<file path="config.mk">
export PLATFORM = sky130hd
export DESIGN_NAME = fifo_stream_reader
export DESIGN_NICKNAME = d
export VERILOG_FILES = /design/src/rtl/fifo_reader_pkg.sv /design/src/rtl/fifo_stream_reader_skid_buf.sv /design/src/rtl/fifo_stream_reader.sv
export SDC_FILE = /design/constraint.sdc
export NUM_CORES = 1
export LEC_CHECK = 0
export CAP_MARGIN = 10
export CORE_MARGIN = 5
export CORE_UTILIZATION = 35
export CTS_CLUSTER_SIZE = 30
export DETAILED_ROUTE_END_ITERATION = 6
export GPL_TIMING_DRIVEN = 0
export PLACE_DENSITY = 0.54
export REMOVE_ABC_BUFFERS = 1
export SLEW_MARGIN = 20
export SYNTH_ARGS = -nofsm -noshare
export SYNTH_HDL_FRONTEND = slang
export SYNTH_HIERARCHICAL = 1
export SYNTH_SLANG_ARGS = --single-unit
export TNS_END_PERCENT = 1
</file>
<file path="constraint.sdc">
create_clock -name clk -period 3.3 [get_ports clk]
set_input_delay 0.66 -clock clk [delete_from_list [all_inputs] [get_ports clk]]
set_output_delay 0.66 -clock clk [all_outputs]
set_load 0.02 [all_outputs]
</file>
<file path="src/rtl/fifo_reader_pkg.sv">
// Shared types and default sizes for the sync_fifo_16_16 read-side stream master.
package fifo_reader_pkg;

    typedef enum logic [1:0] {
        IDLE = 2'd0,
        RUN  = 2'd1,
        STOP = 2'd2
    } state_t;

    localparam int FIFO_DATA_WIDTH = 16;
    localparam int FIFO_BUF_DEPTH  = 3;
    localparam int FIFO_CNT_WIDTH  = 16;

endpackage

</file>
<file path="src/rtl/fifo_stream_reader_skid_buf.sv">
// Circular skid buffer: pushes land at tail, head entry is presented until popped.
module skid_buf
    import fifo_reader_pkg::*;
#(
    parameter int DATA_WIDTH = FIFO_DATA_WIDTH,
    parameter int BUF_DEPTH  = FIFO_BUF_DEPTH,
    localparam int PTR_W     = $clog2(BUF_DEPTH),
    localparam int OCC_W     = $clog2(BUF_DEPTH + 1)
) (
    input  logic                  clk,
    input  logic                  rst_,
    input  logic                  push,
    input  logic [DATA_WIDTH-1:0] push_data,
    input  logic                  pop,
    output logic [DATA_WIDTH-1:0] head_data,
    output logic [OCC_W-1:0]      occupancy
);

    logic [DATA_WIDTH-1:0] mem [BUF_DEPTH];
    logic [PTR_W-1:0]      head;
    logic [PTR_W-1:0]      tail;
    logic                  pop_ok;

    function automatic logic [PTR_W-1:0] ptr_next(input logic [PTR_W-1:0] p);
        return (p == PTR_W'(BUF_DEPTH - 1)) ? '0 : p + PTR_W'(1);
    endfunction

    assign pop_ok = pop && (occupancy != '0);

    always_ff @(posedge clk) begin
        if (!rst_) begin
            head      <= '0;
            tail      <= '0;
            occupancy <= '0;
        end else begin
            if (push)
                tail <= ptr_next(tail);
            if (pop_ok)
                head <= ptr_next(head);
            case ({push, pop_ok})
                2'b10:   occupancy <= occupancy + OCC_W'(1);
                2'b01:   occupancy <= occupancy - OCC_W'(1);
                default: occupancy <= occupancy;
            endcase
        end
    end

    // Storage is data-only; stale entries are never visible because head_data is gated.
    always_ff @(posedge clk) begin
        if (push)
            mem[tail] <= push_data;
    end

    assign head_data = (occupancy != '0) ? mem[head] : '0;

endmodule

</file>
<file path="src/rtl/fifo_stream_reader.sv">
// Drains sync_fifo_16_16 into a valid/ready stream at one word per cycle.
module fifo_stream_reader
    import fifo_reader_pkg::*;
#(
    parameter int DATA_WIDTH = FIFO_DATA_WIDTH,
    parameter int BUF_DEPTH  = FIFO_BUF_DEPTH,
    parameter int CNT_WIDTH  = FIFO_CNT_WIDTH
) (
    input  logic                  clk,
    input  logic                  rst_,
    input  logic                  en,
    input  logic                  fifo_empty,
    input  logic [DATA_WIDTH-1:0] fifo_data_out,
    output logic                  fifo_read,
    output logic [DATA_WIDTH-1:0] m_data,
    output logic                  m_valid,
    input  logic                  m_ready,
    output logic                  busy,
    output logic [CNT_WIDTH-1:0]  word_count
);

    localparam int OCC_W = $clog2(BUF_DEPTH + 1);

    state_t           state;
    state_t           state_nxt;
    logic             inflight;
    logic             issue_en;
    logic [OCC_W-1:0] occupancy;
    logic [OCC_W:0]   committed;
    logic             handshake;

    always_ff @(posedge clk) begin
        if (!rst_)
            state <= IDLE;
        else
            state <= state_nxt;
    end

    // STOP lasts one cycle: no reads are issued there, so any word still in
    // flight lands during that cycle.
    always_comb begin
        state_nxt = state;
        case (state)
            IDLE: if (en) state_nxt = RUN;
            RUN:  if (!en) state_nxt = (inflight || fifo_read) ? STOP : IDLE;
            STOP: state_nxt = en ? RUN : IDLE;
            default: state_nxt = IDLE;
        endcase
    end

    always_comb begin
        issue_en = (state == RUN);
    end

    // Reserve a buffer slot for every word already requested so the landing
    // word always has room, independent of m_ready.
    assign committed = {1'b0, occupancy} + (OCC_W + 1)'(inflight);
    assign fifo_read = issue_en && !fifo_empty && (committed < (OCC_W + 1)'(BUF_DEPTH));

    always_ff @(posedge clk) begin
        if (!rst_)
            inflight <= 1'b0;
        else
            inflight <= fifo_read;
    end

    skid_buf #(
        .DATA_WIDTH (DATA_WIDTH),
        .BUF_DEPTH  (BUF_DEPTH)
    ) u_buf (
        .clk       (clk),
        .rst_      (rst_),
        .push      (inflight),
        .push_data (fifo_data_out),
        .pop       (handshake),
        .head_data (m_data),
        .occupancy (occupancy)
    );

    assign m_valid   = (occupancy != '0);
    assign handshake = m_valid && m_ready;

    always_ff @(posedge clk) begin
        if (!rst_)
            word_count <= '0;
        else if (handshake)
            word_count <= word_count + CNT_WIDTH'(1);
    end

    assign busy = (state != IDLE) || (occupancy != '0) || inflight;

endmodule

</file>
---- Yosys cells after proc, flatten, opt, wreduce, memory -nomap -nowiden ----
Memory sizes are Yosys's and may differ from the RTL's. A register that Yosys moved wholly into a read port is not among the register bits.
Cells that the tools add are included.
cells by class
  mux-type cells .......................... 13
  add/sub/neg operators ................... 6
  equal/unequal tests ..................... 8
  order comparisons ....................... 1
  reductions and logical operators ........ 13
operators with widths
  cell                                                         count
  adder 16 x 1 -> 16 bit (second input constant)               1
  2-to-1 mux 16 bit                                            1
  2-to-1 mux 2 bit                                             7
  == test 2 bit (second input constant)                        4
  adder 2 x 1 -> 2 bit (second input constant)                 3
  one-hot mux 2 bit (3 select lines)                           1
  nonzero test 2 bit                                           3
  == test 2 x 1 -> 1 bit (second input constant)               2
  logical AND 1 bit                                            4
  != test 2 bit (second input constant)                        2
  one-hot mux 2 bit (2 select lines)                           1
  adder 2 x 1 -> 3 bit                                         1
  logical OR 1 bit                                             3
  less-than comparator 3 x 2 -> 1 bit (second input constant)  1
  2-to-1 mux 1 bit                                             3
  logical NOT 2 bit                                            1
  AND reduction 2 bit                                          1
  subtractor 2 x 1 -> 2 bit (second input constant)            1
  logical NOT 1 bit                                            1
word-level totals
  memory bits (writable) .................. 48
  memories kept ........................... 1
  bits of input ports ..................... 21
  register bits ........................... 25
  logic and storage cells ................. 48
memory list
  memory     words  bits a word  rd ports  clocked after Yosys merged registers in  wr ports  RTL line                           text
  u_buf.mem  3      16           1         1                                        1         fifo_stream_reader_skid_buf.sv:19  logic [DATA_WIDTH-1:0] mem [BUF_DEPTH];

---- Logic depth before layout (Yosys ltp) ----
Gate-level depths: netlist of the first run.
  depth after elaboration ................. 7
  mapped depth ............................ 7
  mapped depth without buffers ............ 7

---- By module ----
Netlist of the first run, hierarchy kept.
by module, submodules not included
  module              times used  area each (µm²)  seq. area each (µm²)  cells an instance
  skid_buf            1           2198.4           1601.5                134
  fifo_stream_reader  1           864.6            380.4                 93

---- Worst setup path before layout of the first run ----
Ideal clock, no wire load.
  path type ............................... flip-flop to output port
  start point ............................. register u_buf.occupancy[0]
  end point ............................... output port fifo_read
  path buffers ............................ 0
  path slack .............................. 1.081 ns
  data arrival time ....................... 1.559 ns
  cell stages (with the launch flop) ...... 4
  cell sequence ........................... dfxtp_1 ha_1 ha_1 a2111oi_2
on the way
  cells in the longest elaborated chain, start to end .. 3
RTL lines
  item                                 RTL line                           text
  start: declaration                   fifo_stream_reader_skid_buf.sv:16  output logic [OCC_W-1:0] occupancy
  start signal: assignment             fifo_stream_reader_skid_buf.sv:41  2'b10: occupancy <= occupancy + OCC_W'(1);
  start signal: assignment             fifo_stream_reader_skid_buf.sv:42  2'b01: occupancy <= occupancy - OCC_W'(1);
  start signal: assignment             fifo_stream_reader_skid_buf.sv:43  default: occupancy <= occupancy;
  adder 2 x 1 -> 3 bit                 fifo_stream_reader.sv:57           assign committed = {1'b0, occupancy} + (OCC_W + 1)'(inflight);
  less-than comparator 3 x 2 -> 1 bit  fifo_stream_reader.sv:58           assign fifo_read = issue_en && !fifo_empty && (committed < (OCC_W + 1)'(BUF_DEPTH));
  logical AND 1 bit                    fifo_stream_reader.sv:58
  end: declaration                     fifo_stream_reader.sv:14           output logic fifo_read,
Every way passes these cells.

---- Worst setup path in the final report of the first run ----
Same ends and word-level chain as after synthesis.

==> results.sh, run 1 <==
export IMPL_outcome="finished, final reports clean"
export IMPL_hp_start="state[1]"
export IMPL_clk_pin_slew_ns=0.08
export IMPL_dp_worst_setup_slack_ns=0.541
export IMPL_min_path_cells=1
export IMPL_path_max_fanout=8
export IMPL_ctsHoldBuffers=0
export IMPL_cts_resized_gates=0
export IMPL_reg2reg_slack_ns=1.40
export IMPL_hold_class="reg -> reg"
export IMPL_synth_top_cell_area_share_pct=47.1
export IMPL_cp_required_ns=2.64
export IMPL_fp_dieW_um=104
export IMPL_num_io_pins=56
export IMPL_post_route_cell_area_mm2=0.00398
export IMPL_critPathArrivalTime_ns=2.42
export IMPL_grt_pass1_vias=1911
export IMPL_drc_errors=0
export IMPL_yosys_top_cells_count="edfxtp_1, nor2_1, dfxtp_1"
export IMPL_finalSetupViolCount=0
export IMPL_tightestPinTransition_ns=1.04
export IMPL_netlist_area_mm2=0.00306
export IMPL_synth_async_sr_flop_share_pct=0
export IMPL_detail_route_antenna_nets=0
export IMPL_netlist_instances=227
export IMPL_whs_endpoint="state[0]"
export IMPL_criticalPathCategory="reg -> out"
export IMPL_wl_per_cell_um=14.5
export IMPL_nets=317
export IMPL_die_area_mm2=0.0107
export IMPL_relSlewSlack_pct=30.2
export IMPL_worst_slack_ns=0.217
export IMPL_finalClockSkew_ns=0.00849
export IMPL_yosys_area_top_type="edfxtp_1"
export IMPL_diodes=0
export IMPL_gp_congestion=0.758
export IMPL_max_cap_viol_count=0
export IMPL_r2r_start="u_buf/occupancy[0]"
export IMPL_vias=1927
export IMPL_rows=34
export IMPL_die_y_um=104
export IMPL_min_period_ns=3.08
export IMPL_r2r_end="u_buf/occupancy[1]"
export IMPL_yosys_warnings=6
export IMPL_postCtsSetupBuffers=0
export IMPL_dpl_cell_area_mm2=0.00377
export IMPL_grt_antenna_before_repair=0
export IMPL_cts_max_path_buffers=2
export IMPL_port_buffers=55
export IMPL_hpwlAfterDp_um=3840
export IMPL_root_buffer="clkbuf_8"
export IMPL_coreArea_mm2=0.00864
export IMPL_wl_um=5870
export IMPL_viasPerCell=4.76
export IMPL_ys_types=37
export IMPL_grt_max_degree=17
export IMPL_start_kind="flip-flop"
export IMPL_rsz0062_at_grt="no"
export IMPL_fillers=788
export IMPL_ys_seq_elements=75
export IMPL_cts_sinks=75
export IMPL_final_max_slew_viol_count=0
export IMPL_synth_most_common_cell="edfxtp_1"
export IMPL_fin_util_pct=46.1
export IMPL_synth_enable_flop_cells=48
export IMPL_drtPass1Iterations=5
export IMPL_syn_to_final_growth_pct=30.1
export IMPL_clk_latency_ns=0.34
export IMPL_end_kind="output pin"
export IMPL_cts_buffers_inserted=9
export IMPL_cts_tree="done"
export IMPL_initial_utilization_pct=35.5
export IMPL_ys_seq_area_share_pct=64.7
export IMPL_htreeDepth=3
export IMPL_overflow=0
export IMPL_drive_gt1_share_pct=15.5
export IMPL_synth_area_leaders="edfxtp_1, dfxtp_1, mux2i_1"
export IMPL_p_per_area_mw_per_mm2=466
export IMPL_peakVddDrop_mv=0.165
export IMPL_grt_pass1_wl_um=9580
export IMPL_finalHoldViolCount=0
export IMPL_grt_usage_pct=11.2
export IMPL_fmax_mhz=324
export IMPL_avgSynthCellArea_um2=13.5
export IMPL_p_leak_uw=0.00133
export IMPL_synth_ff_type="edfxtp_1"
export IMPL_min_period_over_period_pct=93.4
export IMPL_first_iter_violations=79
export IMPL_final_setup_tns_ns=0
export IMPL_reg2reg_depth=6
stage by stage:
stage / instances / hold WS (ns) / power [uW]
after CTS: 405 / 0.448 / 1890
after floorplan: 221 / 0.415 / 1060
after global routing: 405 / 0.468 / 1930
after global placement: 384 / 0.434 / 1120
after detailed placement: 389 / 0.436 / 1120
final: 405 / 0.441 / 1860
logic make-up (layout without fill, tap and decap cells):
| logic type | count (synthesis) | after routing | synth area share (%) |
|---|---|---|---|
| AND/OR/NAND/NOR | 73 | 73 | 12.1 |
| XOR/XNOR | 12 | 12 | 3.43 |
| flip-flops | 75 | 75 | 64.7 |
| buffers and inverters | 10 | 80 | 1.88 |
| AO/OA/AOI/OAI | 19 | 19 | 4.49 |
| multiplexers | 34 | 34 | 11.8 |
| adder cells (fa/ha/maj) | 4 | 4 | 1.63 |
per-layer routing:
layer  vias up  global-route usage (%)  part of all wire (%)
li1        958                       -                     -
met5         -                       0                     0
met3         4                    4.73                   5.3
met4         0                    3.66                  0.53
met1       917                    14.1                    47
met2        48                    17.4                    47
cells in the final DEF (no fill, tap or decap), types with 2 or more instances in the layout:
cell type	instances
a21oi_1	5
and2_1	7
buf_4	4
bufinv_16	2
clkbuf_8	9
clkdlybuf4s50_1	55
clkinv_4	2
dfxtp_1	27
edfxtp_1	48
ha_1	4
inv_1	4
mux2_2	16
mux2i_1	18
nand2_1	7
nand2b_1	2
nand3_1	4
nand4_1	5
nor2_1	28
nor2_2	2
nor2b_1	2
nor4_1	2
o21a_1	4
o21ai_0	4
or3_1	5
or4_1	2
xnor2_1	3
xor2_1	9
layout make-up:
type / count / area, um2 / area share, %
flip-flops and latches: 75 / 1980 / 49.7
multi-input cells: 142 / 1040 / 26.1
repair buffers: 60 / 596 / 14.9
well taps: 108 / 135 / 3.39
clock buffers: 10 / 128 / 3.20
clock inverters: 6 / 90.1 / 2.26
inverters: 4 / 15.0 / 0.377
where the power goes:
part / total, uW / internal (uW) / switching [uW]
combinational: 86.6 / 46.4 / 40.3
clock: 762 / 427 / 335
sequential: 1010 / 1000 / 4.75
total: 1860 / 1480 / 380
sequential cells by signal, indices dropped and copies added, names as in the netlist, named ones only:
name,cells
u_buf/head,2
u_buf/occupancy,2
word_count,16
u_buf/tail,2
state,2
u_buf/mem,48
inflight,1
worst max path at each step:
stage,startpoint,to,slack [ns],cells past startpoint
after CTS,u_buf/occupancy[0],fifo_read,0.15,4
after floorplan,u_buf/occupancy[0],fifo_read,1.08,3
after detailed placement,u_buf/occupancy[0],fifo_read,0.54,4
final,u_buf/occupancy[0],fifo_read,0.22,4
after global routing,u_buf/occupancy[0],fifo_read,0.07,4
after global placement,inflight,u_buf/mem[1][1],0.11,2
critical path: stages (launching register included):
cell and delay [ns]:
dfxtp_1 0.52, ha_1 0.21, ha_1 0.23, a2111oi_2 0.44
clkdlybuf4s50_1 0.68
(Power assumes the default switching activity.)
==> inputs of run 2 (changes only) <==
- PLACE_DENSITY: 0.54 -> 0.64
==> results.sh, run 2 (synthesis gave the netlist of run 1 again) <==
export IMPL_cp_required_ns=2.64
export IMPL_min_period_over_period_pct=94.4
export IMPL_first_iter_violations=25
export IMPL_most_common_layout_cells="clkdlybuf4s50_1, edfxtp_1, nor2_1, dfxtp_1, mux2i_1"
export IMPL_finalHoldViolCount=0
export IMPL_tightestPinTransition_ns=1.07
export IMPL_min_period_ns=3.12
export IMPL_ctsHoldBuffers=0
export IMPL_root_buffer="clkbuf_8"
export IMPL_cts_tree="done"
export IMPL_critPathArrivalTime_ns=2.46
export IMPL_syn_to_final_growth_pct=30.8
export IMPL_hpwlAfterDp_um=3970
export IMPL_fillers=789
export IMPL_peakVddDrop_mv=0.209
export IMPL_hold_class="reg -> reg"
export IMPL_drive_gt1_share_pct=14.8
export IMPL_wl_per_cell_um=14.6
export IMPL_drc_errors=0
export IMPL_relSlewSlack_pct=28.6
export IMPL_worst_slack_ns=0.184
export IMPL_overflow=0
export IMPL_top_register="u_buf/mem"
export IMPL_finalSetupViolCount=0
export IMPL_clk_latency_ns=0.34
export IMPL_viasPerCell=4.77
export IMPL_max_cap_viol_count=0
export IMPL_grt_antenna_before_repair=0
export IMPL_die_y_um=104
export IMPL_grt_pass1_wl_um=9600
export IMPL_gp_congestion=0.700
export IMPL_initial_utilization_pct=35.5
export IMPL_criticalPathCategory="reg -> out"
export IMPL_nets=317
export IMPL_outcome="finished, final reports clean"
export IMPL_path_max_fanout=8
export IMPL_final_cells=405
export IMPL_vias=1930
export IMPL_cts_sinks=75
export IMPL_largest_reg_flops=48
export IMPL_end_kind="output pin"
export IMPL_die_area_mm2=0.0107
export IMPL_cts_resized_gates=0
export IMPL_fp_dieW_um=104
export IMPL_port_buffers=55
export IMPL_final_setup_tns_ns=0
export IMPL_start_kind="flip-flop"
export IMPL_cts_buffers_inserted=9
export IMPL_final_max_slew_viol_count=0
export IMPL_dpl_cell_count=389
export IMPL_wl_um=5920
export IMPL_grt_pass1_vias=1951
export IMPL_grt_usage_pct=11.2
export IMPL_layout_commonest_cell="clkdlybuf4s50_1"
export IMPL_finalPower_uw=1910
export IMPL_rsz0062_at_grt="no"
export IMPL_htreeDepth=3
export IMPL_dp_worst_setup_slack_ns=0.534
export IMPL_coreArea_mm2=0.00864
export IMPL_finalClockSkew_ns=0.00966
export IMPL_fmax_mhz=321
export IMPL_clk_pin_slew_ns=0.07
export IMPL_grt_max_degree=17
export IMPL_drtPass1Iterations=6
export IMPL_postCtsSetupBuffers=0
export IMPL_p_leak_uw=0.00134
export IMPL_diodes=0
export IMPL_cts_max_path_buffers=2
export IMPL_num_io_pins=56
export IMPL_rows=34
export IMPL_p_per_area_mw_per_mm2=477
export IMPL_detail_route_antenna_nets=0
export IMPL_largest_registers="u_buf/mem: 48 flops, word_count: 16 flops"
==> run 2: routing by layer <==
| layer | GRT usage [%] | vias up | wire length (um) |
|---|---|---|---|
| met3 | 5.16 | 8 | 314 |
| li1 | - | 958 | - |
| met2 | 17.8 | 47 | 2790 |
| met1 | 13.5 | 917 | 2760 |
| met4 | 3.94 | 0 | 54 |
| met5 | 0 | - | 0 |
==> run 2: stage by stage <==
stage	util [%]	area (um2)	hold WS, ns
after detailed placement	43.7	3770	0.437
after global placement	42.9	3710	0.425
final	46.4	4010	0.440
after CTS	46.4	4010	0.446
after floorplan	-	3020	0.415
after global routing	46.4	4010	0.473
==> run 2: cell type report <==
cell class	instances	area, um2	area share [%]
clock buffer	11	131	3.28
clock inverter	5	101	2.53
inverter	4	15.0	0.375
multi-input combinational	142	1040	25.9
sequential	75	1980	49.5
tap	108	135	3.37
timing repair buffer	60	603	15.1
==> run 2: power breakdown <==
group / internal (uW) / switching (uW) / leakage (uW)
Combinational: 46.6 / 41.1 / 0.000576
Sequential: 1000 / 4.92 / 0.000651
Clock: 501 / 316 / 0.000111
==> run 2: worst paths after layout <==
path	from	end	slack [ns]	depth (start not counted)
worst max-delay path	u_buf/occupancy[0]	fifo_read	0.18	4
worst min-delay path	state[1]	state[0]	0.44	1
worst max register to register	u_buf/occupancy[0]	u_buf/occupancy[1]	1.40	6
worst min register to register	state[1]	state[0]	0.44	1
==> run 2: worst max-delay path: stages, from the launching register on <==
cell and delay [ns]:
dfxtp_1 0.52, ha_1 0.21, ha_1 0.23, a2111oi_2 0.47, clkdlybuf4s50_1 0.69
==> inputs of run 3 (changes only) <==
- PLACE_DENSITY: 0.64 -> default
==> results.sh, run 3 (synthesis gave the netlist of run 1 again) <==
export IMPL_outcome="finished, final reports clean"
export IMPL_finalHoldViolCount=0
export IMPL_die_y_um=104
export IMPL_vias=1917
export IMPL_p_leak_uw=0.00131
export IMPL_cts_tree="done"
export IMPL_finalPower_uw=1740
export IMPL_finalSetupViolCount=0
export IMPL_first_iter_violations=49
export IMPL_syn_to_final_growth_pct=29.0
export IMPL_min_path_cells=1
export IMPL_grt_usage_pct=11.4
export IMPL_nets=317
export IMPL_hold_class="reg -> reg"
export IMPL_end_kind="output pin"
export IMPL_coreArea_mm2=0.00864
export IMPL_peakVddDrop_mv=0.162
export IMPL_hpwlAfterDp_um=3980
export IMPL_grt_pass1_wl_um=9650
export IMPL_clk_latency_ns=0.35
export IMPL_port_buffers=55
export IMPL_dp_worst_setup_slack_ns=0.523
export IMPL_root_buffer="clkbuf_8"
export IMPL_num_io_pins=56
export IMPL_min_period_over_period_pct=94.9
export IMPL_met2_length_um=2710
export IMPL_htreeDepth=3
export IMPL_rsz0062_at_grt="no"
export IMPL_diodes=0
export IMPL_drive_gt1_share_pct=15.8
export IMPL_drtPass1Iterations=4
export IMPL_overflow=0
export IMPL_path_max_fanout=8
export IMPL_ctsHoldBuffers=0
export IMPL_viasPerCell=4.73
export IMPL_multi_input_area_mm2=0.00104
export IMPL_top_register="u_buf/mem"
export IMPL_grt_max_degree=17
export IMPL_reg2reg_depth=6
export IMPL_postCtsSetupBuffers=0
export IMPL_rows=34
export IMPL_most_common_layout_cells="clkdlybuf4s50_1, edfxtp_1, nor2_1, dfxtp_1, mux2i_1"
export IMPL_criticalPathCategory="reg -> out"
export IMPL_layout_commonest_cell="clkdlybuf4s50_1"
export IMPL_fin_util_pct=45.7
export IMPL_fp_dieW_um=104
export IMPL_cts_resized_gates=0
export IMPL_maxUsedRoutingLayer="met4"
export IMPL_largest_registers="u_buf/mem: 48 flops, word_count: 16 flops"
export IMPL_cts_sinks=75
export IMPL_fillers=797
export IMPL_p_per_area_mw_per_mm2=440
export IMPL_wl_per_cell_um=14.5
export IMPL_drt_met1_wl_um=2720
export IMPL_cts_buffers_inserted=9
export IMPL_gp_congestion=0.731
export IMPL_critPathArrivalTime_ns=2.47
export IMPL_worst_slack_ns=0.167
export IMPL_initial_utilization_pct=35.5
export IMPL_wl_um=5890
export IMPL_fmax_mhz=319
export IMPL_final_setup_tns_ns=0
export IMPL_min_period_ns=3.13
export IMPL_reg2reg_slack_ns=1.41
export IMPL_tightestPinTransition_ns=1.02
export IMPL_max_cap_viol_count=0
export IMPL_cp_required_ns=2.64
export IMPL_relSlewSlack_pct=31.9
export IMPL_final_seq_area_mm2=0.00198
export IMPL_die_area_mm2=0.0107
export IMPL_grt_antenna_before_repair=0
export IMPL_clk_pin_slew_ns=0.08
export IMPL_detail_route_antenna_nets=0
export IMPL_drc_errors=0
export IMPL_largest_reg_flops=48
export IMPL_start_kind="flip-flop"
export IMPL_grt_pass1_vias=2002
export IMPL_final_max_slew_viol_count=0
export IMPL_cts_max_path_buffers=2
export IMPL_met3_length_um=377
export IMPL_finalClockSkew_ns=0.00917
## run 3: worst max-delay path, stage by stage, from the launching register on
cell and delay, ns:
dfxtp_1 0.52, ha_1 0.21, ha_1 0.23, a2111oi_2 0.47
clkdlybuf4s50_1 0.69
## run 3: power by group
group	total, uW	switching (uW)	internal, uW
clock network	642	358	284
registers	1010	4.93	1000
logic	87.3	41.0	46.4
total	1740	404	1330
## run 3: cell type report
class | instances | share of cell area, %
Timing Repair Buffer | 60 | 15.1
Clock buffer | 9 | 3.14
Sequential cell | 75 | 50.2
Inverter | 4 | 0.380
Clock inverter | 7 | 1.52
Tap cell | 108 | 3.42
Multi-Input combinational cell | 142 | 26.3
## run 3: path summary, 6_finish.rpt
| path | end | startpoint |
|---|---|---|
| min reg2reg | state[0] | state[0] |
| max | fifo_read | u_buf/occupancy[0] |
| max reg2reg | u_buf/occupancy[1] | u_buf/occupancy[0] |
| min | state[0] | state[0] |
## run 3: stage by stage
step | area [um2] | hold WS [ns] | std cells
2_1_floorplan | 3020 | 0.415 | 221
3_3_place_gp | 3710 | 0.431 | 384
3_5_place_dp | 3770 | 0.448 | 389
4_1_cts | 3950 | 0.461 | 405
5_1_grt | 3950 | 0.491 | 405
6_report | 3950 | 0.457 | 405
## run 3: layer usage
layer,vias up,global-route usage (%)
met2,50,17.7
met3,7,4.79
met5,-,0
met4,0,4.78
met1,906,13.9
li1,954,-
